## src/rtl/sobel_gradient.sv

```systemverilog
// 3x3 Sobel gradient over a streamed column window; emits signed gx/gy per
// pixel once three columns of the current row are held, with a single output register.
module sobel_gradient (
    input  logic               clk,
    input  logic               rst_n,
    input  logic               col_valid,
    output logic               col_ready,
    input  logic               col_sol,
    input  logic [7:0]         col_top,
    input  logic [7:0]         col_mid,
    input  logic [7:0]         col_bot,
    output logic signed [10:0] gx,
    output logic signed [10:0] gy,
    output logic               grad_valid,
    input  logic               grad_ready,
    output logic [15:0]        grad_count
);

    typedef struct packed {
        logic [7:0] top;
        logic [7:0] mid;
        logic [7:0] bot;
    } col_t;

    typedef enum logic [1:0] {EMPTY, ONE, TWO, RUN} fill_e;

    // 1-2-1 weighted column/row sum; max 1020 fits 10 bits unsigned
    function automatic logic [9:0] wsum(input logic [7:0] a, input logic [7:0] b,
                                        input logic [7:0] c);
        return {2'b00, a} + {1'b0, b, 1'b0} + {2'b00, c};
    endfunction

    fill_e             state, state_nxt;
    col_t              c1, c2, col_in;
    logic              accept, handoff, load;
    logic signed [10:0] gx_nxt, gy_nxt;

    assign col_in    = '{top: col_top, mid: col_mid, bot: col_bot};
    assign col_ready = !grad_valid || grad_ready;
    assign accept    = col_valid && col_ready;
    assign handoff   = grad_valid && grad_ready;

    // The oldest column is only needed as the post-shift C0, which is the
    // current c1, so only two columns are stored.
    assign gx_nxt = $signed({1'b0, wsum(col_in.top, col_in.mid, col_in.bot)}
                          - {1'b0, wsum(c1.top, c1.mid, c1.bot)});
    assign gy_nxt = $signed({1'b0, wsum(c1.top, c2.top, col_in.top)}
                          - {1'b0, wsum(c1.bot, c2.bot, col_in.bot)});

    always_comb begin
        state_nxt = state;
        load      = 1'b0;
        if (accept) begin
            if (col_sol) begin
                state_nxt = ONE;
            end else begin
                case (state)
                    EMPTY:   state_nxt = ONE;
                    ONE:     state_nxt = TWO;
                    default: begin
                        state_nxt = RUN;
                        load      = 1'b1;
                    end
                endcase
            end
        end
    end

    always_ff @(posedge clk or negedge rst_n) begin
        if (!rst_n) begin
            state      <= EMPTY;
            c1         <= '0;
            c2         <= '0;
            gx         <= '0;
            gy         <= '0;
            grad_valid <= 1'b0;
            grad_count <= '0;
        end else begin
            state <= state_nxt;
            if (accept) begin
                c1 <= c2;
                c2 <= col_in;
            end
            if (load) begin
                gx         <= gx_nxt;
                gy         <= gy_nxt;
                grad_valid <= 1'b1;
            end else if (handoff) begin
                grad_valid <= 1'b0;
            end
            if (handoff)
                grad_count <= grad_count + 16'd1;
        end
    end

endmodule

```

## config.mk

```make
export PLATFORM = sky130hd
export DESIGN_NAME = sobel_gradient
export DESIGN_NICKNAME = d
export VERILOG_FILES = /design/src/rtl/sobel_gradient.sv
export SDC_FILE = /design/constraint.sdc
export NUM_CORES = 1
export LEC_CHECK = 0
export ABC_CLOCK_PERIOD_IN_PS = 6700
export BUFFER_PORTS_ARGS = -buffer_cell sky130_fd_sc_hd__buf_2
export CAP_MARGIN = 20
export CORE_MARGIN = 2
export CORE_UTILIZATION = 66
export CTS_BUF_LIST = sky130_fd_sc_hd__clkbuf_2
export DETAILED_ROUTE_END_ITERATION = 7
export GPL_ROUTABILITY_DRIVEN = 0
export PLACE_DENSITY = 0.95
export SYNTH_ARGS = -nofsm -noshare
export SYNTH_HDL_FRONTEND = slang
export SYNTH_SLANG_ARGS = --single-unit
```

## constraint.sdc

```tcl
create_clock -name clk -period 6.7 [get_ports clk]
set_input_delay 1.34 -clock clk [delete_from_list [all_inputs] [get_ports clk]]
set_output_delay 1.34 -clock clk [all_outputs]
set_load 0.01 [all_outputs]
```

==> impl_metrics.env, run 1 <==
export IMPL_first_iter_violations=206
export IMPL_critPathMaxFanout=3
export IMPL_synth_top_area_frac=0.386
export IMPL_drtAntennaViolNets=0
export IMPL_insertion_delay_ps=610
export IMPL_clockRootBuffer="clkbuf_2"
export IMPL_max_slew_margin=0.512
export IMPL_fin_nets=723
export IMPL_ctsHoldBuffers=0
export IMPL_vias=3873
export IMPL_rsz0062_at_grt="false"
export IMPL_cts_num_sinks=89
export IMPL_yosys_area_top_type="dfrtp_1"
export IMPL_path_class="primary input to flop"
export IMPL_die_h_um=97.5
export IMPL_hold_path_class="flop to flop"
export IMPL_place_detailed_hpwl_um=8850
export IMPL_syn_mean_instance_area_um2=10.7
export IMPL_async_reset_ff_frac=1.00
export IMPL_finalClockSkew_ps=41.2
export IMPL_synthCells=539
export IMPL_crit_path_start_kind="primary input"
export IMPL_final_core_util=0.736
export IMPL_synth_nets=655
export IMPL_viasPerCell=5.38
export IMPL_numPortBuffers=68
export IMPL_finalHoldViolations=0
export IMPL_die_width_um=97.5
export IMPL_fin_crit_sh=0.623
export IMPL_yosysSeqAreaShare=0.386
export IMPL_holdPathStages=1
export IMPL_wl_per_cell_um=15.6
export IMPL_initial_core_util=0.671
export IMPL_synth_most_common_cell="inv_1"
export IMPL_dieArea_um2=9500
export IMPL_gr_total_overflow=0
export IMPL_cts_max_level=3
export IMPL_fin_crit_ps=4180
export IMPL_antenna_cells=0
export IMPL_grt_pass1_vias=4053
export IMPL_ios=69
export IMPL_cts_setup_buffers=0
export IMPL_syn_to_final_growth_pct=9.65
export IMPL_drc=0
export IMPL_cts_path_max_buffers=2
export IMPL_reg2reg_slack_ps=2970
export IMPL_cts_buffers=9
export IMPL_status="finished, final reports clean"
export IMPL_firstDrtPassIters=7
export IMPL_core_um2=8590
export IMPL_rr_startpoint="c1[16]$_DFFE_PN0P_"
export IMPL_grt_max_degree=90
export IMPL_tightest_slew_ps=732
export IMPL_dp_slack_ps=1930
export IMPL_synth_edff_count=0
export IMPL_drive_gt1_frac=0.191
export IMPL_end_kind="flop"
export IMPL_routed_wl_um=11300
export IMPL_grt_first_pass_wirelength_um=19100
export IMPL_drv_slew=0
export IMPL_clk_pin_slew_ps=300
export IMPL_setup_slack_ps=2520
export IMPL_grt_usage=0.255
export IMPL_tritoncts="done"
export IMPL_yosysWarnings=0
export IMPL_cp_data_required_time_ps=7210
export IMPL_rr_worst_depth=15
export IMPL_fmax_mhz=239
export IMPL_cts_resized=0
export IMPL_min_to="grad_count[15]$_DFFE_PN0P_"
export IMPL_fill_cells=568
export IMPL_yosys_top_cells_count="inv_1 (128), dfrtp_1 (89), fa_1 (62)"
export IMPL_cp_arrival_ps=4690
export IMPL_ys_top_cells_by_area="dfrtp_1 (39%), fa_1 (22%), inv_1 (8.3%)"
export IMPL_timing_rr_end="gy[9]$_DFFE_PN0P_"
export IMPL_finalSetupViolations=0
export IMPL_ys_seq_elements=89
export IMPL_num_rows=34
export IMPL_ys_flop_type="dfrtp_1"
export IMPL_antenna_found_initial=0
export IMPL_setup_tns_ps=0
export IMPL_hold_start="grad_count[15]$_DFFE_PN0P_"
export IMPL_maxCapViolCount=0
export IMPL_synthesis_area_um2=5770
export IMPL_yosysUniqueCellTypes=34
flip-flops by register name, summed over array words and instances (netlist names):
| register | cells |
|---|---|
| c1 | 24 |
| c2 | 24 |
| grad_count | 16 |
| grad_valid | 1 |
| gx | 11 |
| gy | 11 |
| state | 2 |
cells by family after synthesis:
| family | synth area share |
|---|---|
| DFF | 0.386 |
| buffers and inverters | 0.0950 |
| xor gates and xnor gates | 0.0380 |
| AOI/OAI and AO/OA | 0.0865 |
| muxes | 0.0564 |
| adders and majority gates | 0.269 |
| and+or+nand+nor | 0.0685 |
cell usage in the layout, fill, tap and decap left out, types with 4 or more instances in the layout:
master,instances
mux2_2,28
nand3_1,9
nor2_1,8
buf_2,67
clkbuf_2,9
o21ai_0,40
nand2b_1,5
fa_1,62
a21oi_1,10
inv_1,128
dfrtp_1,89
a31oi_1,4
xor2_1,12
xnor2_1,13
nand2_1,48
o211ai_1,6
a21o_1,8
o31ai_1,4
nor3_1,5
nand4_1,4
inv_8,4
ha_1,25
worst max-delay path, cell delays in order:
cell and delay [ps]:
buf_2 70, inv_1 90, fa_1 540, inv_1 50
fa_1 360, inv_1 90, fa_1 410, inv_1 60
ha_1 240, inv_1 80, fa_1 400, nand2b_1 190
a21oi_1 290, o211ai_1 170, mux2i_1 190, o311ai_1 120
routing by layer:
metal / GRT usage / wire length (um) / share of wire
met4: 0.0748 / 286 / 0.025
met1: 0.329 / 4470 / 0.40
met2: 0.443 / 5960 / 0.53
met5: 0 / 0 / 0
met3: 0.0475 / 538 / 0.048
worst max-delay path by stage:
stage,startpoint,to,slack (ps),depth (start not counted)
after floorplan,col_top[0],gx[9]$_DFFE_PN0P_,2320,13
final,col_top[0],gy[9]$_DFFE_PN0P_,2520,16
after global routing,col_top[0],gx[9]$_DFFE_PN0P_,2430,14
after CTS,col_top[0],gy[9]$_DFFE_PN0P_,2580,16
after global placement,col_top[0],gx[9]$_DFFE_PN0P_,2070,14
after detailed placement,col_top[0],gy[9]$_DFFE_PN0P_,1930,16
per-stage QoR:
stage,std cells,cell area [um2],hold slack [ps]
floorplan,539,5770,446
global placement,703,6190,456
detailed placement,703,6190,458
CTS,719,6300,491
global route,720,6320,495
finish,720,6320,492
layout make-up:
| class | count | area, um2 | area share |
|---|---|---|---|
| Clock buffer | 9 | 45.0 | 0.00712 |
| Sequential cell | 89 | 2230 | 0.352 |
| Clock inverter | 7 | 71.3 | 0.0113 |
| Multi-Input combinational cell | 309 | 3000 | 0.474 |
| Tap cell | 108 | 135 | 0.0214 |
| Timing Repair Buffer | 70 | 370 | 0.0586 |
| Inverter | 128 | 480 | 0.0760 |
Power of run 1 is not shown: default switching activity piles up to over one toggle a cycle in this logic, so the estimate is an artifact.
==> inputs of run 2 (changes only) <==
Settings changed: ABC_CLOCK_PERIOD_IN_PS 6700 to 4200, CORE_UTILIZATION 66 to 61, PLACE_DENSITY 0.95 to 0.89.
Clock period 6.7 ns to 4.2 ns, I/O delays scaled along.
==> run 2 against run 1 <==
Net effect:
- first-iteration DRC count shrank 43%
- via count decreased by 2.9%
- count of clock-buffer cells in the layout did not move
- cell count increased by 0.83%
- global-route usage is 2.3 points lower
- utilization is 4.3 points lower
- non-clock buffer count up 3
- worst hold slack got worse by 400 ps
- register-to-register slack got worse by 2500 ps
- die area is 7.9% higher
- clock skew about the same
- highest routed layer unchanged
==> impl_metrics.env, run 2 (synthesis gave the netlist of run 1 again) <==
export IMPL_clkPwrFrac=0.077
export IMPL_grt_first_pass_wirelength_um=18400
export IMPL_antenna_found_initial=0
export IMPL_swShare=0.481
export IMPL_p_per_area_nw_per_um2=884
export IMPL_drc=0
export IMPL_p_seq_frac=0.219
export IMPL_die_h_um=101
export IMPL_placed_cell_area_um2=6210
export IMPL_path_class="flop to flop"
export IMPL_stdcell_area_um2=6370
export IMPL_dieArea_um2=10200
export IMPL_firstDrtPassIters=4
export IMPL_fin_crit_sh=0.894
export IMPL_regArea_um2=2230
export IMPL_routed_wl_um=10600
export IMPL_crit_buf_inv=3
export IMPL_fin_nets=726
export IMPL_end_kind="flop"
export IMPL_crit_path_start_kind="flop"
export IMPL_p_int_mw=2.92
export IMPL_clk_pin_slew_ps=280
export IMPL_fill_cells=667
export IMPL_viasPerCell=5.18
export IMPL_die_width_um=101
export IMPL_grt_pass1_vias=4013
export IMPL_first_iter_violations=118
export IMPL_p_leak_nw=3.35
export IMPL_cts_path_max_buffers=2
export IMPL_multi_input_area_um2=3000
export IMPL_final_core_util=0.693
export IMPL_hold_path_class="primary input to async pin"
export IMPL_cts_setup_buffers=0
export IMPL_drv_slew=0
export IMPL_antenna_cells=0
export IMPL_cts_num_sinks=89
export IMPL_grt_max_degree=90
export IMPL_reg_top3="c1 x24, c2 x24, grad_count x16"
export IMPL_insertion_delay_ps=600
export IMPL_cp_data_required_time_ps=4670
export IMPL_wl_met2_um=5770
export IMPL_place_inst=708
export IMPL_finalClockSkew_ps=41.6
export IMPL_tritoncts="done"
export IMPL_grt_usage=0.231
export IMPL_drtAntennaViolNets=0
export IMPL_ir_worst_vdd_v=0.000483
export IMPL_core_um2=9200
export IMPL_wl_per_cell_um=14.7
export IMPL_instances_no_fill=726
export IMPL_num_rows=35
export IMPL_place_detailed_hpwl_um=8440
export IMPL_slowest_stage="fa_1"
export IMPL_layout_cells_most_common="inv_1"
export IMPL_ios=69
export IMPL_maxCapViolCount=0
export IMPL_syn_to_final_growth_pct=10.5
export IMPL_top_layer="met4"
export IMPL_finalHoldViolations=0
export IMPL_drive_gt1_frac=0.195
export IMPL_crit_chain="inv_1 -> fa_1 -> fa_1 -> inv_1 -> fa_1 -> inv_1 -> ha_1 -> a211oi_1 -> o21ai_0 -> a31oi_1 -> xor2_1 -> o21ai_0"
export IMPL_fmax_mhz=266
export IMPL_switching_power_mw=2.71
export IMPL_cpLargestDelayFamily="adder cells"
export IMPL_fin_crit_ps=3750
export IMPL_max_slew_margin=0.591
export IMPL_initial_core_util=0.627
export IMPL_cts_buffers=9
export IMPL_finalSetupViolations=0
export IMPL_final_cell_mix="inv_1 (128), dfrtp_1 (89), buf_2 (67), fa_1 (62), nand2_1 (48)"
export IMPL_clockRootBuffer="clkbuf_2"
export IMPL_rsz0062_at_grt="false"
export IMPL_wl_met1_um=4290
export IMPL_status="finished, final reports clean"
export IMPL_numPortBuffers=68
export IMPL_vias=3762
export IMPL_ctsHoldBuffers=0
export IMPL_tightest_slew_ps=612
export IMPL_p_comb_frac=0.704
export IMPL_cts_max_level=3
export IMPL_wl_met3_um=386
export IMPL_slowest_delay_ps=610
export IMPL_cts_resized=0
export IMPL_gr_total_overflow=0
export IMPL_cp_arrival_ps=4230
export IMPL_critPathMaxFanout=3
[run 2: cell count changes in the layout (fill, tap and decap cells not counted)]
cell / previous run / this run
inv_6: 0 / 2
clkinv_8: 0 / 1
buf_16: 0 / 1
buf_4: 2 / 4
inv_8: 4 / 1
[run 2: metrics by stage]
step	setup WS (ps)	total power, mW	hold WS, ps	setup TNS (ps)
after floorplan	317	4.17	446	0
after global placement	135	4.98	455	0
after detailed placement	-37.4	5.20	460	-37.4
after CTS	460	5.66	440	0
after global routing	243	6.27	80.0	0
final	446	5.63	96.9	0
[run 2: worst paths after layout]
| path | startpoint | end | slack, ps | cells after the start |
|---|---|---|---|---|
| setup / recovery | c1[2]$_DFFE_PN0P_ | gx[8]$_DFFE_PN0P_ | 450 | 12 |
| min in group clk | col_mid[2] | c2[10]$_DFFE_PN0P_ | 480 | 2 |
| hold reg to reg | grad_count[15]$_DFFE_PN0P_ | grad_count[15]$_DFFE_PN0P_ | 490 | 1 |
| max in group asynchronous | rst_n | gy[9]$_DFFE_PN0P_ | 3430 | 2 |
| setup reg to reg | c1[2]$_DFFE_PN0P_ | gx[8]$_DFFE_PN0P_ | 450 | 12 |
| hold / removal | rst_n | gx[9]$_DFFE_PN0P_ | 100 | 1 |
[run 2: routing by layer]
layer | vias up | track usage
met5 | - | 0
met4 | 0 | 0.0748
met3 | 17 | 0.0366
met2 | 78 | 0.410
met1 | 1835 | 0.292
li1 | 1832 | -
[run 2: power groups by stage]
stage	Combinational [mW]	Clock, mW	Sequential (mW)
6_report	3.97	0.435	1.23
3_3_place_gp	3.74	0	1.24
2_1_floorplan	2.90	0	1.28
4_1_cts	3.99	0.440	1.23
5_1_grt	4.53	0.482	1.26
3_5_place_dp	3.94	0	1.25
[run 2: layout make-up]
cell class	count	area share
Clock inverter	7	0.0112
Multi-Input combinational cell	309	0.470
Timing Repair Buffer	73	0.0648
Tap cell	111	0.0218
Inverter	128	0.0754
Clock buffer	9	0.00707
Sequential cell	89	0.350
(Power assumes the default switching activity.)
